## src/rtl/bcd2bin.sv

```systemverilog
// rtl/bcd2bin.sv - packed BCD to binary converter, iterative reverse double-dabble
module bcd2bin #(
  parameter int DIGITS = 4,
  parameter int BIN_W  = 11
) (
  input  logic                  clk,
  input  logic                  rst,
  input  logic [4*DIGITS-1:0]   bcd,
  input  logic                  bcd_vld,
  output logic                  bcd_rdy,
  output logic [BIN_W-1:0]      bin,
  output logic                  bin_vld,
  output logic                  err
);

  localparam int W     = 4 * DIGITS;
  localparam int CNT_W = (W > 2) ? $clog2(W) : 1;
  localparam logic [CNT_W-1:0] LAST_STEP = CNT_W'(W - 1);

  typedef enum logic {
    IDLE = 1'b0,
    CONV = 1'b1
  } state_t;

  state_t state;
  state_t next_state;

  // Work register: the BCD digits drain out of dig into acc one bit per step.
  logic [W-1:0]     dig;
  logic [W-1:0]     acc;
  logic [CNT_W-1:0] cnt;
  logic             inv;

  logic [W-1:0]     next_dig;
  logic [W-1:0]     next_acc;
  logic [2*W-1:0]   shifted;
  logic             in_inv;
  logic             accept;
  logic             last_step;
  logic             ovf;

  assign accept    = bcd_vld & bcd_rdy;
  assign last_step = (state == CONV) && (cnt == LAST_STEP);

  // One reverse double-dabble step: shift right, then pull every digit >= 8 down by 3.
  always_comb begin
    shifted  = {dig, acc} >> 1;
    next_dig = shifted[2*W-1:W];
    next_acc = shifted[W-1:0];
    for (int i = 0; i < DIGITS; i++) begin
      if (next_dig[4*i +: 4] >= 4'd8) begin
        next_dig[4*i +: 4] = next_dig[4*i +: 4] - 4'd3;
      end
    end
  end

  // Flag any non-decimal nibble on the incoming word so it can be reported at the end.
  always_comb begin
    in_inv = 1'b0;
    for (int i = 0; i < DIGITS; i++) begin
      if (bcd[4*i +: 4] > 4'd9) begin
        in_inv = 1'b1;
      end
    end
  end

  // Overflow when any bit above the output width is set in the final value.
  always_comb begin
    ovf = 1'b0;
    for (int i = 0; i < W; i++) begin
      if (i >= BIN_W && next_acc[i]) begin
        ovf = 1'b1;
      end
    end
  end

  // State register.
  always_ff @(posedge clk or posedge rst) begin
    if (rst) begin
      state <= IDLE;
    end else begin
      state <= next_state;
    end
  end

  // Next-state logic: one conversion runs for exactly W steps.
  always_comb begin
    next_state = state;
    case (state)
      IDLE:    if (accept)    next_state = CONV;
      CONV:    if (last_step) next_state = IDLE;
      default: next_state = IDLE;
    endcase
  end

  // Output decode: ready whenever no conversion is in flight.
  always_comb begin
    bcd_rdy = 1'b0;
    case (state)
      IDLE:    bcd_rdy = 1'b1;
      default: bcd_rdy = 1'b0;
    endcase
  end

  // Datapath: load on accept, step while converting, publish result on the last step.
  always_ff @(posedge clk or posedge rst) begin
    if (rst) begin
      dig     <= '0;
      acc     <= '0;
      cnt     <= '0;
      inv     <= 1'b0;
      bin     <= '0;
      err     <= 1'b0;
      bin_vld <= 1'b0;
    end else begin
      bin_vld <= 1'b0;
      if (accept) begin
        dig <= bcd;
        acc <= '0;
        cnt <= '0;
        inv <= in_inv;
      end else if (state == CONV) begin
        dig <= next_dig;
        acc <= next_acc;
        cnt <= cnt + 1'b1;
        if (last_step) begin
          bin_vld <= 1'b1;
          // A bad digit makes the value meaningless, so it takes priority over saturation.
          if (inv) begin
            bin <= '0;
            err <= 1'b1;
          end else if (ovf) begin
            bin <= '1;
            err <= 1'b1;
          end else begin
            bin <= next_acc[BIN_W-1:0];
            err <= 1'b0;
          end
        end
      end
    end
  end

endmodule
```

## config.mk

```make
export PLATFORM = sky130hd
export DESIGN_NAME = bcd2bin
export DESIGN_NICKNAME = d
export VERILOG_FILES = /design/src/rtl/bcd2bin.sv
export SDC_FILE = /design/constraint.sdc
export NUM_CORES = 1
export LEC_CHECK = 0
export CAP_MARGIN = 20
export CORE_ASPECT_RATIO = 1.5
export CORE_MARGIN = 8
export CORE_UTILIZATION = 43
export DETAILED_ROUTE_END_ITERATION = 8
export HOLD_SLACK_MARGIN = 0.12
export PLACE_DENSITY = 0.63
export SYNTH_ARGS = -nofsm -noshare
export SYNTH_HDL_FRONTEND = slang
export SYNTH_SLANG_ARGS = --single-unit
export TNS_END_PERCENT = 20
```

## constraint.sdc

```tcl
create_clock -name clk -period 3.5 [get_ports clk]
set_input_delay 0.35 -clock clk [delete_from_list [all_inputs] [get_ports clk]]
set_output_delay 0.35 -clock clk [all_outputs]
set_load 0.01 [all_outputs]
```

[After elaboration in Yosys (flattened, before gate mapping)]
Index checks and enable logic that the tools add are counted.
Cells by class
  add/subtract/negate cells: 5
  $lt $le $gt $ge: 8
  eq/ne operators: 1
  muxes and demuxes: 30
  bitwise gates (word level): 3
  reduce and logical (&&, ||, !) cells: 3
Operators by type and width (number)
  $mux W16: 4
  $mux W4: 6
  $mux W11: 2
  $mux W1: 17
  $gt A4 B4 Y1 const B: 4
  $ge A4 B4 Y1 const B: 3
  $sub A4 B2 Y4 const B: 3
  $add A4 B1 Y4 const B: 1
  $eq A4 B4 Y1 const B: 1
  $ge A3 B4 Y1 const B: 1
  $sub A3 B2 Y4 const B: 1
  $reduce_and A3 Y1: 1
  $not A1 Y1: 2
  $pmux W1 S2: 1
  $reduce_bool A2 Y1: 1
  $and A1 B1 Y1: 1
  $logic_and A1 B1 Y1: 1
Word-level totals
  register bits: 51
  input port bits: 19
  output and inout bits: 14

[Longest topological paths before layout]
Gate-level depths: netlist (run 1).
  word-level depth: 7
  depth in mapped cells: 6
  mapped depth without buffers: 5

[Worst setup path before layout (run 1)]
OpenSTA, ideal clock, no wires.
  kind: reg2reg
  from: register cnt[0]
  to: register bin[7]
  arrival: 1.274 ns
  required time: 3.364 ns
  slack: 2.090 ns
  cell stages (with the launch flop): 7
  clock period less this slack: 1.410 ns
  path through: dfrtp_1 ha_1 nand4_1 inv_1 nand2b_1 clkbuf_1 o21ai_0
Between the ends
  longest elaborated chain between the ends: 3
Ends and longest elaborated chain
  from (decl): RTL line 31  | logic [CNT_W-1:0] cnt;
  from (signal assigned): RTL line 125  | cnt <= cnt + 1'b1;
  $eq A4 B4 Y1: RTL line 43  | assign last_step = (state == CONV) && (cnt == LAST_STEP);
  $logic_and A1 B1 Y1: RTL line 43
  $reduce_and A3 Y1 (no line)
  to (signal assigned): RTL line 136  | bin <= next_acc[BIN_W-1:0];
  to (decl): RTL line 11  | output logic [BIN_W-1:0] bin,
No other way between the ends.
A chain may end at the register's enable or synchronous reset.

[Worst setup path in the final report (run 1)]
  from: register state
  to: register bin[8]
Between the ends
  longest elaborated chain between the ends: 4
  elaborated cells between the ends (all ways): 5
  those cells by class: mux: 1; bitwise: 2; reduce/logical: 2
Ends and longest elaborated chain
  from (decl): RTL line 25  | state_t state;
  from (signal assigned): RTL line 82  | state <= next_state;
  $mux W1: RTL line 99  | case (state)
  $and A1 B1 Y1: RTL line 42  | assign accept = bcd_vld & bcd_rdy;
  $not A1 Y1 (no line)
  $reduce_and A3 Y1 (no line) *
Mark *: on every way between the ends. The rest lies on a longest branch, timed or not.

==> results.md, run 1 <==
- Status: finished clean
- Initial antenna violation count: 0
- CTS Buffer Depth: 2
- Worst r2r path cells: 4
- Setup repair bufs after CTS: 0
- Half-perimeter wire length after detailed placement: 3490 um
- Post-layout util: 0.528
- Fin. max-slew vios: 0
- Type of the worst min-delay path: in2async
- Post-synth top cells: nand2_1 (59), dfrtp_1 (50), o21ai_0 (30)
- Power Internal: around 1.4 mW
- Area share of the largest cell type after synthesis: 0.530
- Flop2flop setup slack: 1470 ps
- Syn_nets: approximately 270
- Area Overhead vs Synth: 20.0%
- Worst EP required: 3720 ps
- Nature of the critical path startpoint: flop
- Cell with the most instances after synthesis: nand2_1
- Pwr per Cell Area: 767 mW/mm2
- Setup TNS Final: 0 ps
- Initial Util: 0.440
- Nets: 302
- Clk pwr share: 0.160
- Relative slew margins: 0.599
- Worst-path clk slew: ~90 ps
- Sw power: around 800 uW
- Vias in the first global route: roughly 1800
- Tot Pwr: about 2.2 mW
- Area contributors post-synth: dfrtp_1 (53%), nand2_1 (9.4%), o21ai_0 (6.4%), mux2i_1 (4.7%), ha_1 (3.7%)
- Synth warn: 0
- Chip height: around 110 um
- Routed vias: 1777
- Row Count: 33
- Mean Syn Cell Area: approximately 9.5 um2
- Port Buf Inserts: 32
- Die area: approximately 0.008 mm2
- Unique cell type count in the Yosys netlist: 29
- GRT overflow: 0
- Pin count of the biggest net entering global routing: 51
- Worst Skew: 3.38 ps
- Final Cycle Share: 0.581
- WP data arrival: 2250 ps
- Fmax achieved: 492 MHz
- FFs w/ async S/R, synth: 1.00
- CTS tree: yes
- Comb power frac: 0.358
- Setup CP Type: reg2reg
- Total global-route track usage: 0.129
- H-tree levels: 2
- Clk sink count: 50
- Crit path time final: between 2000 and 2500 ps
- Worst-Skew Late Latency: roughly 300 ps
- Wire per inst: about 14 um
- Setup violations, final: 0
- Lkg Pwr: 1.32 nW
- Critical path fanouts, max: 16
- Chip width: around 77 um
- Routed vias/inst: 5.12
- Sw Share: 0.366
- Total CTS buffers: 5
- Worst slew pin tran: roughly 600 ps
- RSZ-0062 raised after global routing: false
- Register area share after synthesis: 0.530
- DRT antenna net count: 0
- Register bit total from synthesis: 50
- Post-synth EDFFs: 0
- DRC errors left: 0
- Gate Count Post-Synth: 248
- Synth area leader: dfrtp_1
- Cell count after placement: 338
- Ports: 33
- Resize count post-CTS: 0
- Share of cells above drive strength 1: 0.0614
- Mapped cell area: ~0.0024 mm2
- Ant diodes: 0
- Core Area: around 0.0054 mm2
- GPL Wtd Cong: between 0.7 and 0.8
- Main synth FF type: dfrtp_1
- Maximum VDD drop: 0.286 mV
- Hold Violations, Final: 0
- Drt pass-1 iters: 4
- CTS Root Cell: clkbuf_8
- Cts hold-fix bufs: 0
- MaxCap Viol Count: 0
- Drt total wl: around 4900 um
- First-pass GRT wire length: a little under 9000 um
- Crit path capture type: flop
- Layout Cells excl Fill: about 350
- Sequential share of power: 0.483
- Initial DRC Count: between 60 and 70
power groups by stage:
stage | Sequential, mW | Clock (mW) | Combinational (mW)
2_1_floorplan | 1.01 | 0 | 0.542
3_3_place_gp | 1.06 | 0 | 0.770
3_5_place_dp | 1.07 | 0 | 0.786
4_1_cts | 1.05 | 0.358 | 0.791
5_1_grt | 1.09 | 0.383 | 0.894
6_report | 1.05 | 0.347 | 0.777
state kept, by name, summed over array words and instances, names as in the netlist:
signal   cells
dig         16
err          1
state        1
inv          1
bin         11
acc         15
bin_vld      1
cnt          4
cells in the final DEF, fill, tap and decap left out, types with 2 or more instances in the layout:
master | synthesis | layout
mux2i_1 | 11 | 11
nor2_1 | 5 | 5
clkdlybuf4s50_1 | 0 | 32
o22ai_1 | 2 | 2
nor3_1 | 12 | 12
nand4_1 | 2 | 2
a21oi_1 | 11 | 11
nor2b_1 | 4 | 4
o211a_1 | 6 | 6
o21ai_1 | 9 | 9
nand2b_1 | 2 | 2
xnor2_1 | 3 | 3
xor2_1 | 3 | 3
ha_1 | 7 | 7
inv_1 | 8 | 7
clkbuf_8 | 1 | 6
dfrtp_1 | 50 | 50
buf_4 | 0 | 3
o21ba_2 | 2 | 2
nand2_1 | 59 | 59
o21ai_0 | 30 | 30
cell type report:
cell class | instances | area [um2]
Clock buffer | 6 | 82.6
Multi-Input combinational cell | 174 | 996
Sequential cell | 50 | 1250
Timing Repair Buffer | 36 | 370
Inverter | 9 | 33.8
Clock inverter | 2 | 12.5
Fill cell | 527 | 2530
Tap cell | 70 | 87.6
per-stage QoR:
| step | hold slack, ps | instance area [um2] | setup slack [ps] |
|---|---|---|---|
| finish | 434 | 2830 | 1470 |
| global route | 480 | 2830 | 1240 |
| CTS | 492 | 2810 | 1460 |
| detailed placement | 470 | 2710 | 1490 |
| global placement | 463 | 2710 | 1570 |
| floorplan | 449 | 2360 | 1950 |
final timing paths:
kind / startpoint / end
worst max register to register: state / bin[8]
max in group asynchronous: rst / dig[2]
worst min register to register: bin[0] / bin[0]
worst max-delay path: state / bin[8]
min in group clk: bin[0] / bin[0]
worst min-delay path: rst / acc[10]
critical path: stages (launching register included):
cell      delay, ps
dfrtp_1         640
nand4_1         500
inv_1           280
nand2b_1        270
o21ai_0         250
cell families (layout without fill, tap and decap cells):
family	Yosys count	after routing	synth area share
xor gates and xnor gates	6	6	0.0223
muxes	11	11	0.0466
and+or+nand+nor	86	86	0.155
DFF	50	50	0.530
adders and majority gates	7	7	0.0371
buffers and inverters	24	53	0.0482
AOI/OAI and AO/OA	64	64	0.161
routing by layer:
metal	up-vias	wire, um	global-route usage
met5	-	0	0
met4	0	63	0.0456
met3	7	172	0.0302
met2	32	2540	0.234
met1	847	2150	0.145
li1	891	-	-
No activity file was read; power rests on OpenSTA's default activity.
==> run 2: changes to the inputs <==
- PLACE_DENSITY: 0.63 -> 0.66
- clock period: 3.5 -> 1.8 ns (I/O delays scaled with it)
==> run 2 against run 1 <==
Effect of this change:
- final cell count is 1.7% higher
- cell area increased by 1.6%
- highest routed layer unchanged
- register-to-register slack lost 1100 ps
==> results.md, run 2 (synthesized netlist as in run 1, its figures left out) <==
- Setup TNS Final: 0 ps (unchanged)
- Core Area: 0.00537 mm2 (unchanged)
- Crit path capture type: primary output (was flop)
- Worst-path clk slew: 100 ps (was 90 ps)
- Routed vias: 1813 (was 1777)
- Flop2flop setup slack: 330 ps (was 1470 ps)
- Top delay family on crit path: buffers and inverters (was simple AND/OR/NAND/NOR gates)
- Ant diodes: 0 (unchanged)
- Fin. max-slew vios: 0 (unchanged)
- Max reg flops: 16 (unchanged)
- Setup repair bufs after CTS: 0 (unchanged)
- Initial Util: 0.440 (unchanged)
- Top reg by flops: dig (unchanged)
- CTS tree: yes (unchanged)
- Fmax achieved: between 600 and 700 MHz
- Post-layout util: 0.536 (was 0.528)
- Lkg Pwr: 1.34 nW (was 1.32 nW)
- Row Count: 33 (unchanged)
- Nets: 308 (was 302)
- Critical-path top delay cell: dfrtp_1 (unchanged)
- DRC errors left: 0 (unchanged)
- Setup violations, final: 0 (unchanged)
- Nature of the critical path startpoint: flop (unchanged)
- Vias in the first global route: 1909 (was 1842)
- Reg2reg start: cnt[0] (was state)
- GRT overflow: 0 (unchanged)
- Worst-Skew Late Latency: 310 ps (was 300 ps)
- Setup CP Type: reg2out (was reg2reg)
- Type of the worst min-delay path: in2async (unchanged)
- Critical-path cell list: clkinv_1 > clkdlybuf4s50_1 (was nand4_1 > inv_1 > nand2b_1 > o21ai_0)
- Clk sink count: 50 (unchanged)
- Critical path's largest stage delay: 530 ps (was 640 ps)
- H-tree levels: 2 (unchanged)
- WP data arrival: 1460 ps (was 2250 ps)
- Largest regs: dig (16), acc (15), bin (11) (unchanged)
- RSZ-0062 raised after global routing: false (unchanged)
- CTS Root Cell: clkbuf_8 (unchanged)
- Tot Pwr: 4.23 mW (was 2.17 mW)
- Commonest cells after routing, fill and taps aside: nand2_1 (59), dfrtp_1 (50), clkdlybuf4s50_1 (32), o21ai_0 (30), nor3_1 (12) (unchanged)
- Worst slew pin tran: 478 ps (was 600 ps)
- Crit path time final: 1640 ps
- Pwr per Cell Area: 1470 mW/mm2 (was 767 mW/mm2)
- Status: finished clean (unchanged)
- Worst EP required: 1620 ps (was 3720 ps)
- Port Buf Inserts: 32 (unchanged)
- Total global-route track usage: 0.128 (was 0.129)
- Die area: 0.00817 mm2 (unchanged)
- R2R Path End: bin[7] (was bin[8])
- GPL Wtd Cong: 0.747 (was 0.758)
- Final Cycle Share: 0.912
- Worst Path Buf+Inv: 2 (was 1)
- Wire per inst: 13.7 um (was 14.2 um)
- Initial DRC Count: 92 (was 64)
- Cts hold-fix bufs: 0 (unchanged)
- CTS Buffer Depth: 2 (unchanged)
- MaxCap Viol Count: 0 (unchanged)
- Chip height: 107 um (unchanged)
- Relative slew margins: 0.681 (was 0.599)
- Half-perimeter wire length after detailed placement: 3570 um (was 3490 um)
- Maximum VDD drop: 0.646 mV (was 0.286 mV)
- Drt total wl: 4850 um (was 4930 um)
- Resize count post-CTS: 0 (unchanged)
- Commonest non-fill, non-tap cell in the layout: nand2_1 (unchanged)
- Chip width: 76.5 um (unchanged)
- Ports: 33 (unchanged)
- First-pass GRT wire length: 8710 um (unchanged)
- Pin count of the biggest net entering global routing: 26 (was 51)
- Total CTS buffers: 5 (unchanged)
- Hold Violations, Final: 0 (unchanged)
- Worst Skew: 6.31 ps (was 3.38 ps)
- Worst r2r path cells: 5 (was 4)
- Share of cells above drive strength 1: 0.0813 (was 0.0614)
- DRT antenna net count: 0 (unchanged)
- Area Overhead vs Synth: 21.9% (was 20.0%)
- Initial antenna violation count: 0 (unchanged)
- Routed vias/inst: 5.14 (was 5.12)
- Critical path fanouts, max: 7 (was 16)
- Drt pass-1 iters: 4 (unchanged)
-- run 2: through the flow --
stage                     hold slack (ps)  instances  instance area, um2  setup slack, ps
final                                 182        353                2880              158
after global routing                  221        353                2880             91.6
after CTS                             190        353                2880              142
after detailed placement              475        345                2790              320
after global placement                462        345                2790              396
after floorplan                       336        248                2360              390
-- run 2: worst max path at each step --
stage          cells after the start  slack [ps]    from  endpoint
2_1_floorplan                      6         390  cnt[0]    bin[7]
3_3_place_gp                       5         400  cnt[0]    bin[7]
3_5_place_dp                       5         320  cnt[0]    bin[7]
4_1_cts                            2         140   state   bcd_rdy
5_1_grt                            2          90   state   bcd_rdy
6_report                           2         160   state   bcd_rdy
-- run 2: where the power goes --
| part | internal [mW] | switching, mW |
|---|---|---|
| sequential | 1.60 | 0.433 |
| clock | 0.274 | 0.390 |
| combinational | 0.798 | 0.737 |
-- run 2: per-layer routing --
layer,share of wire,vias up,global-route usage
met4,0.018,0,0.0580
met5,0,-,0
li1,-,904,-
met3,0.042,7,0.0327
met2,0.51,37,0.227
met1,0.43,865,0.141
-- run 2: final cells by class --
class                   instances  area, um2
fillers                       513       2490
flip-flops and latches         50       1250
multi-input cells             174        996
repair buffers                 42        420
well taps                      70       87.6
clock buffers                   5       68.8
inverters                       9       33.8
clock inverters                 3       21.3
-- run 2: worst register-to-register path, cell delays in order, from the launching register on --
cell and delay (ps):
dfrtp_1 430, ha_1 240, nand4_1 110, inv_1 100
nand2b_1 310, o21ai_0 160
==> run 3: changes to the inputs <==
- CTS_CLUSTER_SIZE: default -> 12
- RECOVER_POWER: default -> 50
==> run 3 against run 2 <==
Effect of this change:
- non-clock buffer count unchanged
- final cell count unchanged
- sequential power about the same
- cell area shrank 1.3%
- maximum frequency about the same
- die area is the same
- count of clock-buffer cells in the layout stayed put
- sequential share of layout area increased by 0.57 points
- global-route usage unchanged
- critical endpoint unchanged
- largest cell class unchanged
- highest routed layer unchanged
==> results.md, run 3 (synthesized netlist as in run 1, its figures left out) <==
- Ports: 33 (unchanged)
- Share of cells above drive strength 1: 0.0707 (was 0.0813)
- Nature of the critical path startpoint: flop (unchanged)
- Pwr per Cell Area: 1480 mW/mm2 (was 1470 mW/mm2)
- Worst Path Buf+Inv: 2 (unchanged)
- Final Cycle Share: 0.912 (about the same)
- R2R Path End: bin[7] (unchanged)
- DRC errors left: 0 (unchanged)
- Maximum VDD drop: 0.647 mV (was 0.646 mV)
- H-tree levels: 2 (unchanged)
- Max reg flops: 16 (unchanged)
- Worst-path clk slew: 100 ps (about the same)
- Sw Share: 0.370 (was 0.369)
- Ant diodes: 0 (unchanged)
- Port Buf Inserts: 32 (unchanged)
- Routed vias: 1807 (was 1813)
- Routed vias/inst: 5.12 (was 5.14)
- Total CTS buffers: 5 (unchanged)
- Fin area: 0.00284 mm2 (was 0.00288 mm2)
- Commonest non-fill, non-tap cell in the layout: nand2_1 (unchanged)
- Worst r2r path cells: 5 (unchanged)
- Wire per inst: 13.7 um (about the same)
- Setup crit end: bcd_rdy (unchanged)
- Largest regs: dig (16), acc (15), bin (11) (unchanged)
- Worst setup margin: 158 ps (about the same)
- Fmax achieved: 609 MHz (about the same)
- Initial Util: 0.440 (unchanged)
- Relative slew margins: 0.547 (was 0.681)
- Die area: 0.00817 mm2 (unchanged)
- CTS Buffer Depth: 2 (unchanged)
- MaxCap Viol Count: 0 (unchanged)
- First-pass GRT wire length: 8710 um (unchanged)
- Reg2reg start: cnt[0] (unchanged)
- Drt pass-1 iters: 4 (unchanged)
- Critical path fanouts, max: 7 (unchanged)
- Total global-route track usage: 0.128 (unchanged)
- Worst-Skew Late Latency: 310 ps (about the same)
- Fin. max-slew vios: 0 (unchanged)
- Sequential share of power: 0.481 (was 0.480)
- Drt total wl: 4850 um (about the same)
- Worst hold margin: 397 ps (was 182 ps)
- Area Overhead vs Synth: 20.3% (was 21.9%)
- GPL Wtd Cong: 0.747 (unchanged)
- Tot Pwr: 4.22 mW (was 4.23 mW)
- Worst path depth: 2 (unchanged)
- Critical path launch point: state (unchanged)
- Crit path capture type: primary output (unchanged)
- Worst Skew: 6.26 ps (was 6.31 ps)
- CTS tree: yes (unchanged)
- Critical-path cell list: clkinv_1 > clkdlybuf4s50_1 (unchanged)
- Flop2flop setup slack: 330 ps (about the same)
- Critical path's largest stage delay: 520 ps (was 530 ps)
- Sw power: 1.56 mW (about the same)
- Clk sink count: 50 (unchanged)
- Vias in the first global route: 1909 (unchanged)
- DRT antenna net count: 0 (unchanged)
- Setup violations, final: 0 (unchanged)
- Pin count of the biggest net entering global routing: 26 (unchanged)
- Cell Area, Placed: 0.00279 mm2 (unchanged)
- Worst EP required: 1620 ps (about the same)
- Chip width: 76.5 um (unchanged)
- Comb power frac: 0.361 (was 0.363)
- Core Area: 0.00537 mm2 (unchanged)
- Top delay family on crit path: buffers and inverters (unchanged)
- Power Internal: 2.66 mW (was 2.67 mW)
- CTS Root Cell: clkbuf_8 (unchanged)
- Layout Cells excl Fill: 353 (unchanged)
- Clk pwr share: 0.158 (was 0.157)
- Type of the worst min-delay path: in2async (unchanged)
- Critical-path top delay cell: dfrtp_1 (unchanged)
- Hold Violations, Final: 0 (unchanged)
- Setup TNS Final: 0 ps (unchanged)
- GRT overflow: 0 (unchanged)
- Row Count: 33 (unchanged)
- Top reg by flops: dig (unchanged)
- Half-perimeter wire length after detailed placement: 3570 um (unchanged)
- Setup repair bufs after CTS: 0 (unchanged)
- Setup CP Type: reg2out (unchanged)
- WP data arrival: 1460 ps (about the same)
- Post-layout util: 0.529 (was 0.536)
- Initial DRC Count: 91 (was 92)
- Cell count after placement: 345 (unchanged)
- Status: finished clean (unchanged)
- Lkg Pwr: 1.33 nW (was 1.34 nW)
- Commonest cells after routing, fill and taps aside: nand2_1 (59), dfrtp_1 (50), o21ai_0 (30), clkdlybuf4s50_1 (30), nor3_1 (12) (was nand2_1 (59), dfrtp_1 (50), clkdlybuf4s50_1 (32), o21ai_0 (30), nor3_1 (12))
- Dpl ws: 320 ps (unchanged)
- Initial antenna violation count: 0 (unchanged)
- Nets: 308 (unchanged)
- Crit path time final: 1640 ps (about the same)
- Cts hold-fix bufs: 0 (unchanged)
- Worst slew pin tran: 679 ps (was 478 ps)
- RSZ-0062 raised after global routing: false (unchanged)
- Resize count post-CTS: 0 (unchanged)
- Chip height: 107 um (unchanged)
[run 3: changes by cell type in the layout (fill, tap and decap cells not counted)]
cell / delta
buf_12: -2
buf_4: -2
clkbuf_1: +2
clkbuf_2: +2
clkdlybuf4s50_1: -2
dlygate4sd3_1: +2
inv_1: +1
inv_2: -1
[run 3: how the worst min path moves through the flow]
stage	from	to	depth (start not counted)
2_1_floorplan	bcd[15]	dig[15]	2
3_3_place_gp	bin[7]	bin[7]	2
3_5_place_dp	bin[0]	bin[0]	2
4_1_cts	rst	bin[8]	2
5_1_grt	rst	bin[8]	2
6_report	rst	bin[8]	2
[run 3: area by class of cell]
class | instances | area [um2]
timing repair buffer | 42 | 383
multi-input combinational | 174 | 996
inverter | 9 | 33.8
clock buffer | 5 | 68.8
sequential | 50 | 1250
clock inverter | 3 | 21.3
fill | 518 | 2530
tap | 70 | 87.6
[run 3: per-layer routing]
layer | up-vias | track usage | wire (um)
met2 | 36 | 0.227 | 2460
li1 | 903 | - | -
met3 | 7 | 0.0327 | 204
met4 | 0 | 0.0580 | 85
met5 | - | 0 | 0
met1 | 861 | 0.141 | 2110
[run 3: power groups by stage]
stage | registers [mW] | logic, mW | clock network [mW]
floorplan | 1.97 | 1.05 | 0
finish | 2.03 | 1.52 | 0.664
detailed placement | 2.06 | 1.57 | 0
CTS | 2.04 | 1.57 | 0.689
global placement | 2.04 | 1.52 | 0
global route | 2.11 | 1.77 | 0.721
==> RTL edit 1: new RTL, flow settings as in run 2 <==
Put one more register stage on the output `err`, with the module's reset. The value now appears one clock later. The other outputs are not delayed to match.
--- a/src/rtl/bcd2bin.sv
+++ b/src/rtl/bcd2bin.sv
@@ -21,6 +21,8 @@
     IDLE = 1'b0,
     CONV = 1'b1
   } state_t;
+
+  logic err_s0;
 
   state_t state;
   state_t next_state;
@@ -110,7 +112,7 @@
       cnt     <= '0;
       inv     <= 1'b0;
       bin     <= '0;
-      err     <= 1'b0;
+      err_s0  <= 1'b0;
       bin_vld <= 1'b0;
     end else begin
       bin_vld <= 1'b0;
@@ -128,17 +130,25 @@
           // A bad digit makes the value meaningless, so it takes priority over saturation.
           if (inv) begin
             bin <= '0;
-            err <= 1'b1;
+            err_s0 <= 1'b1;
           end else if (ovf) begin
             bin <= '1;
-            err <= 1'b1;
+            err_s0 <= 1'b1;
           end else begin
             bin <= next_acc[BIN_W-1:0];
-            err <= 1'b0;
+            err_s0 <= 1'b0;
           end
         end
       end
     end
   end
 
+  always_ff @(posedge clk or posedge rst) begin
+    if (rst) begin
+      err <= '0;
+    end else begin
+      err <= err_s0;
+    end
+  end
+
 endmodule
Behaviour: no difference found for any inputs over 10 cycles, from zero or initial values and one cycle with rst high; that may be too few to reach the edited logic, so the function may still have changed.
==> RTL edit 1 against run 2 <==
- count of clock-buffer cells in the layout unchanged
- maximum frequency up 0.61%
- routed wire length is 0.60% higher
- final area is 0.83% higher
- non-clock buffer count stayed put
- register-to-register slack barely moved
- area after synthesis rose by 1.1%
- global-route usage shrank 0.25 points
- worst setup slack improved by 0.0099 ns
- power is 1.0% higher
- sequential cell count is 1 higher
- utilization barely moved
- die area rose by 0.87%
- largest power group unchanged
- highest routed layer unchanged
==> RTL edit 1: results (changes against run 2) <==
Maximum VDD drop -> 0.000602 V (was 0.000646 V)
Number of diodes -> 0 (unchanged)
DPL Wire Length -> 3590 um (was 3570 um)
Layout Nets -> 309 (was 308)
Adder-Cell Fraction of Synth Area -> 3.67% (was 3.71%)
GR Util All Layers -> 12.6% (was 12.8%)
Register area share after synthesis -> 53.5% (was 53.0%)
Commonest cells in the netlist -> nand2_1 (59), dfrtp_1 (51), o21ai_0 (30) (was nand2_1 (59), dfrtp_1 (50), o21ai_0 (30))
CTS clock-pin slew for the worst setup and hold paths -> 0.10 ns (about the same)
Layout cell share with drive strength beyond 1 -> 8.10% (was 8.13%)
Max Buffers Root-to-Sink -> 2 (unchanged)
HP Class -> in2async (unchanged)
Status -> finished clean (unchanged)
Top post-synthesis cells by area -> dfrtp_1 (53%), nand2_1 (9.3%), o21ai_0 (6.3%), mux2i_1 (4.6%), ha_1 (3.7%) (was dfrtp_1 (53%), nand2_1 (9.4%), o21ai_0 (6.4%), mux2i_1 (4.7%), ha_1 (3.7%))
Vias -> 1840 (was 1813)
Layout Skew -> 0.00939 ns (was 0.00631 ns)
DRT iter0 DRCs -> 72 (was 92)
First-pass GRT wire length -> 8670 um (was 8710 um)
Lkg Pwr -> 1.35 nW (was 1.34 nW)
Vias in the first global route -> 1930 (was 1909)
Crit path from -> state (unchanged)
Drt total wl -> 4880 um (was 4850 um)
Pre-antenna DRT Iters -> 4 (unchanged)
Synth Area in XOR/XNOR -> 2.20% (was 2.23%)
Port Buf Inserts -> 32 (unchanged)
Gp weighted congestion -> 0.758 (was 0.747)
Syn_nets -> 275 (was 274)
Synthesis warning total -> 0 (unchanged)
Mux contribution to synthesized area -> 4.61% (was 4.66%)
Compound-cell area share of the yosys netlist -> 15.9% (was 16.1%)
Clock latency on the worst-skew pair -> 0.31 ns (about the same)
Slew @ Worst Pin -> 0.436 ns (was 0.478 ns)
## RTL edit 1: changes by cell type after synthesis, sizes merged
cell | run 2 | this run
dfrtp | 50 | 51
## RTL edit 1: cell families (layout without fill, tap and decap cells)
family | Yosys count | count (layout)
multiplexers | 11 | 11
XOR/XNOR | 6 | 6
AO/OA/AOI/OAI | 64 | 64
AND/OR/NAND/NOR | 86 | 86
buffers and inverters | 24 | 59
adder cells (fa/ha/maj) | 7 | 7
flip-flops | 51 | 51
## RTL edit 1: area by class of cell
| type | instances | area, sq um |
|---|---|---|
| clock buffer | 5 | 68.8 |
| clock inverter | 3 | 20.0 |
| fill | 504 | 2510 |
| inverter | 9 | 33.8 |
| multi-input combinational | 174 | 996 |
| sequential | 51 | 1280 |
| tap | 70 | 87.6 |
| timing repair buffer | 42 | 420 |
## RTL edit 1: through the flow
step	worst slack [ns]	hold slack [ns]	power, mW	cell area [sq um]	std cells
after floorplan	0.390	0.336	3.06	2390	249
after global placement	0.379	0.369	3.60	2810	346
after detailed placement	0.333	0.369	3.67	2810	346
after CTS	0.147	0.177	4.33	2900	354
after global routing	0.0872	0.199	4.64	2900	354
final	0.168	0.162	4.27	2900	354
## RTL edit 1: path summary, 6_finish.rpt
kind / endpoint / slack (ns) / cells after the start
max reg2reg: bin[7] / 0.33 / 5
max in group asynchronous: acc[5] / 1.19 / 3
min reg2reg: err / 0.39 / 0
max: bcd_rdy / 0.17 / 2
min: err / 0.16 / 2
min in group clk: err / 0.39 / 0
## RTL edit 1: metal layers
layer  track usage, %  share of wire (%)  wire [um]  up-vias
met1             14.1                 44       2140      888
li1                 -                  -          -      904
met3             3.10                3.8        183        9
met4             4.97                1.8         88        0
met2             22.2                 51       2470       39
met5                0                  0          0        -
## RTL edit 1: worst max-delay path, cell delays in order (launching register included)
cell	delay [ns]
dfrtp_1	0.51
clkinv_1	0.14
clkdlybuf4s50_1	0.49
## RTL edit 1: power by group
group	switching, mW	total (mW)	internal (mW)
sequential	0.436	2.06	1.63
combinational	0.744	1.55	0.804
clock	0.387	0.659	0.271
total	1.57	4.27	2.70
==> RTL edit 2: new RTL, settings of run 2 <==
Without the edit above. `DIGITS`: 4 -> 8.
--- a/src/rtl/bcd2bin.sv
+++ b/src/rtl/bcd2bin.sv
@@ -1,6 +1,6 @@
 // rtl/bcd2bin.sv - packed BCD to binary converter, iterative reverse double-dabble
 module bcd2bin #(
-  parameter int DIGITS = 4,
+  parameter int DIGITS = 8,
   parameter int BIN_W  = 11
 ) (
   input  logic                  clk,
Interface: changed (resized bcd); port bits go from 33 to 49. No check against the original RTL was run, so the function may have changed too.
==> RTL edit 2 against run 2 <==
- sequential cell count grew 33
- highest routed layer unchanged
- area after synthesis grew 78%
- combinational power grew 61%
- routed wire length grew 84%
- critical endpoint unchanged
- sequential power grew 67%
- final area grew 78%
- power grew 80%
- worst setup slack lost 0.073 ns
==> RTL edit 2: results (changes against run 2) <==
Status -> finished clean (unchanged)
Largest net degree at the start of global routing -> 55 (was 26)
M3 GR Usage -> 3.34% (was 3.27%)
Pre-antenna DRT Iters -> 6 (was 4)
Fillers -> 879 (was 513)
Htree depth -> 3 (was 2)
DRT iter0 DRCs -> 130 (was 92)
Cell Area, Placed -> 4830 sq um (was 2790 sq um)
Slew headroom -> 67.2% (was 68.1%)
Synth top area share -> 49.5% (was 53.0%)
Gp weighted congestion -> 0.768 (was 0.747)
Vias -> 3136 (was 1813)
Root buf cell -> clkbuf_16 (was clkbuf_8)
Clock latency on the worst-skew pair -> 0.34 ns (was 0.31 ns)
TritonCTS Buffers -> 9 (was 5)
WL met3 -> 274 um (was 205 um)
Wl on met1 -> 3920 um (was 2100 um)
Register area share after synthesis -> 49.5% (was 53.0%)
Inst Count DP -> 582 (was 345)
Commonest cells in the netlist -> dfrtp_1 (83), nand2_1 (68), o21ai_1 (43) (was nand2_1 (59), dfrtp_1 (50), o21ai_0 (30))
Met2 Use GR -> 25.1% (was 22.7%)
Post-Syn Instances -> 432 (was 248)
Top post-synthesis cells by area -> dfrtp_1 (49%), nand2_1 (6.1%), mux2i_1 (6.0%), o21ai_1 (5.1%), ha_1 (4.8%) (was dfrtp_1 (53%), nand2_1 (9.4%), o21ai_0 (6.4%), mux2i_1 (4.7%), ha_1 (3.7%))
Vias in the first global route -> 3244 (was 1909)
Largest registers -> dig x32, acc x31, bin x11 (was dig x16, acc x15, bin x11)
Syn_nets -> 483 (was 274)
Port Buf Inserts -> 48 (was 32)
RTL edit 2: cell count changes after synthesis, moves of 13 or more:
cell	run 2	this run
nand2b_1	2	22
mux2i_1	11	25
o21ai_0	30	9
o21ai_1	9	43
a21oi_1	11	24
inv_1	8	27
dfrtp_1	50	83
RTL edit 2: area by class of cell:
type	count	area, sq um	share of cell area (%)
sequential	83	2080	40.7
multi-input combinational	294	1890	37.0
timing repair buffer	61	602	11.8
clock buffer	9	225	4.40
tap	115	144	2.81
inverter	29	113	2.20
clock inverter	7	60.1	1.17
RTL edit 2: what timing repair did:
action / in CTS / in global routing
resized for setup: 0 / 2
endpoints found under the hold margin: 0 / 0
setup endpoints to repair: 0 / 6
hold buffers: 0 / 0
RTL edit 2: cell families (layout without fill, tap and decap cells):
family          after synthesis  count (layout)  share of synthesized area, %
compound gates              121             121                          17.4
xor+xnor                     15              15                          3.13
fa+ha+maj                    16              16                          4.77
buf+inv                      55             106                          5.40
flops                        83              83                          49.5
mux                          25              25                          5.96
simple gates                117             117                          13.8
RTL edit 2: final timing paths:
kind,end,slack (ns),cells after the start
worst max-delay path,bcd_rdy,0.08,2
worst min-delay path,acc[6],0.15,2
max in group asynchronous,acc[24],1.10,3
min in group clk,dig[31],0.33,3
worst min register to register,acc[6],0.48,2
worst max register to register,bin[8],0.15,7
RTL edit 2: worst max-delay path, cell delays in order (launching register included):
cell and delay, ns:
dfrtp_4 0.57, inv_2 0.09, clkdlybuf4s50_1 0.54
RTL edit 2: report_power, final:
| part | internal, mW | total [mW] | switching [mW] | leakage [nW] |
|---|---|---|---|---|
| logic | 1.25 | 2.46 | 1.21 | 1.28 |
| clock network | 0.959 | 1.76 | 0.800 | 0.142 |
| registers | 2.67 | 3.39 | 0.725 | 1.03 |
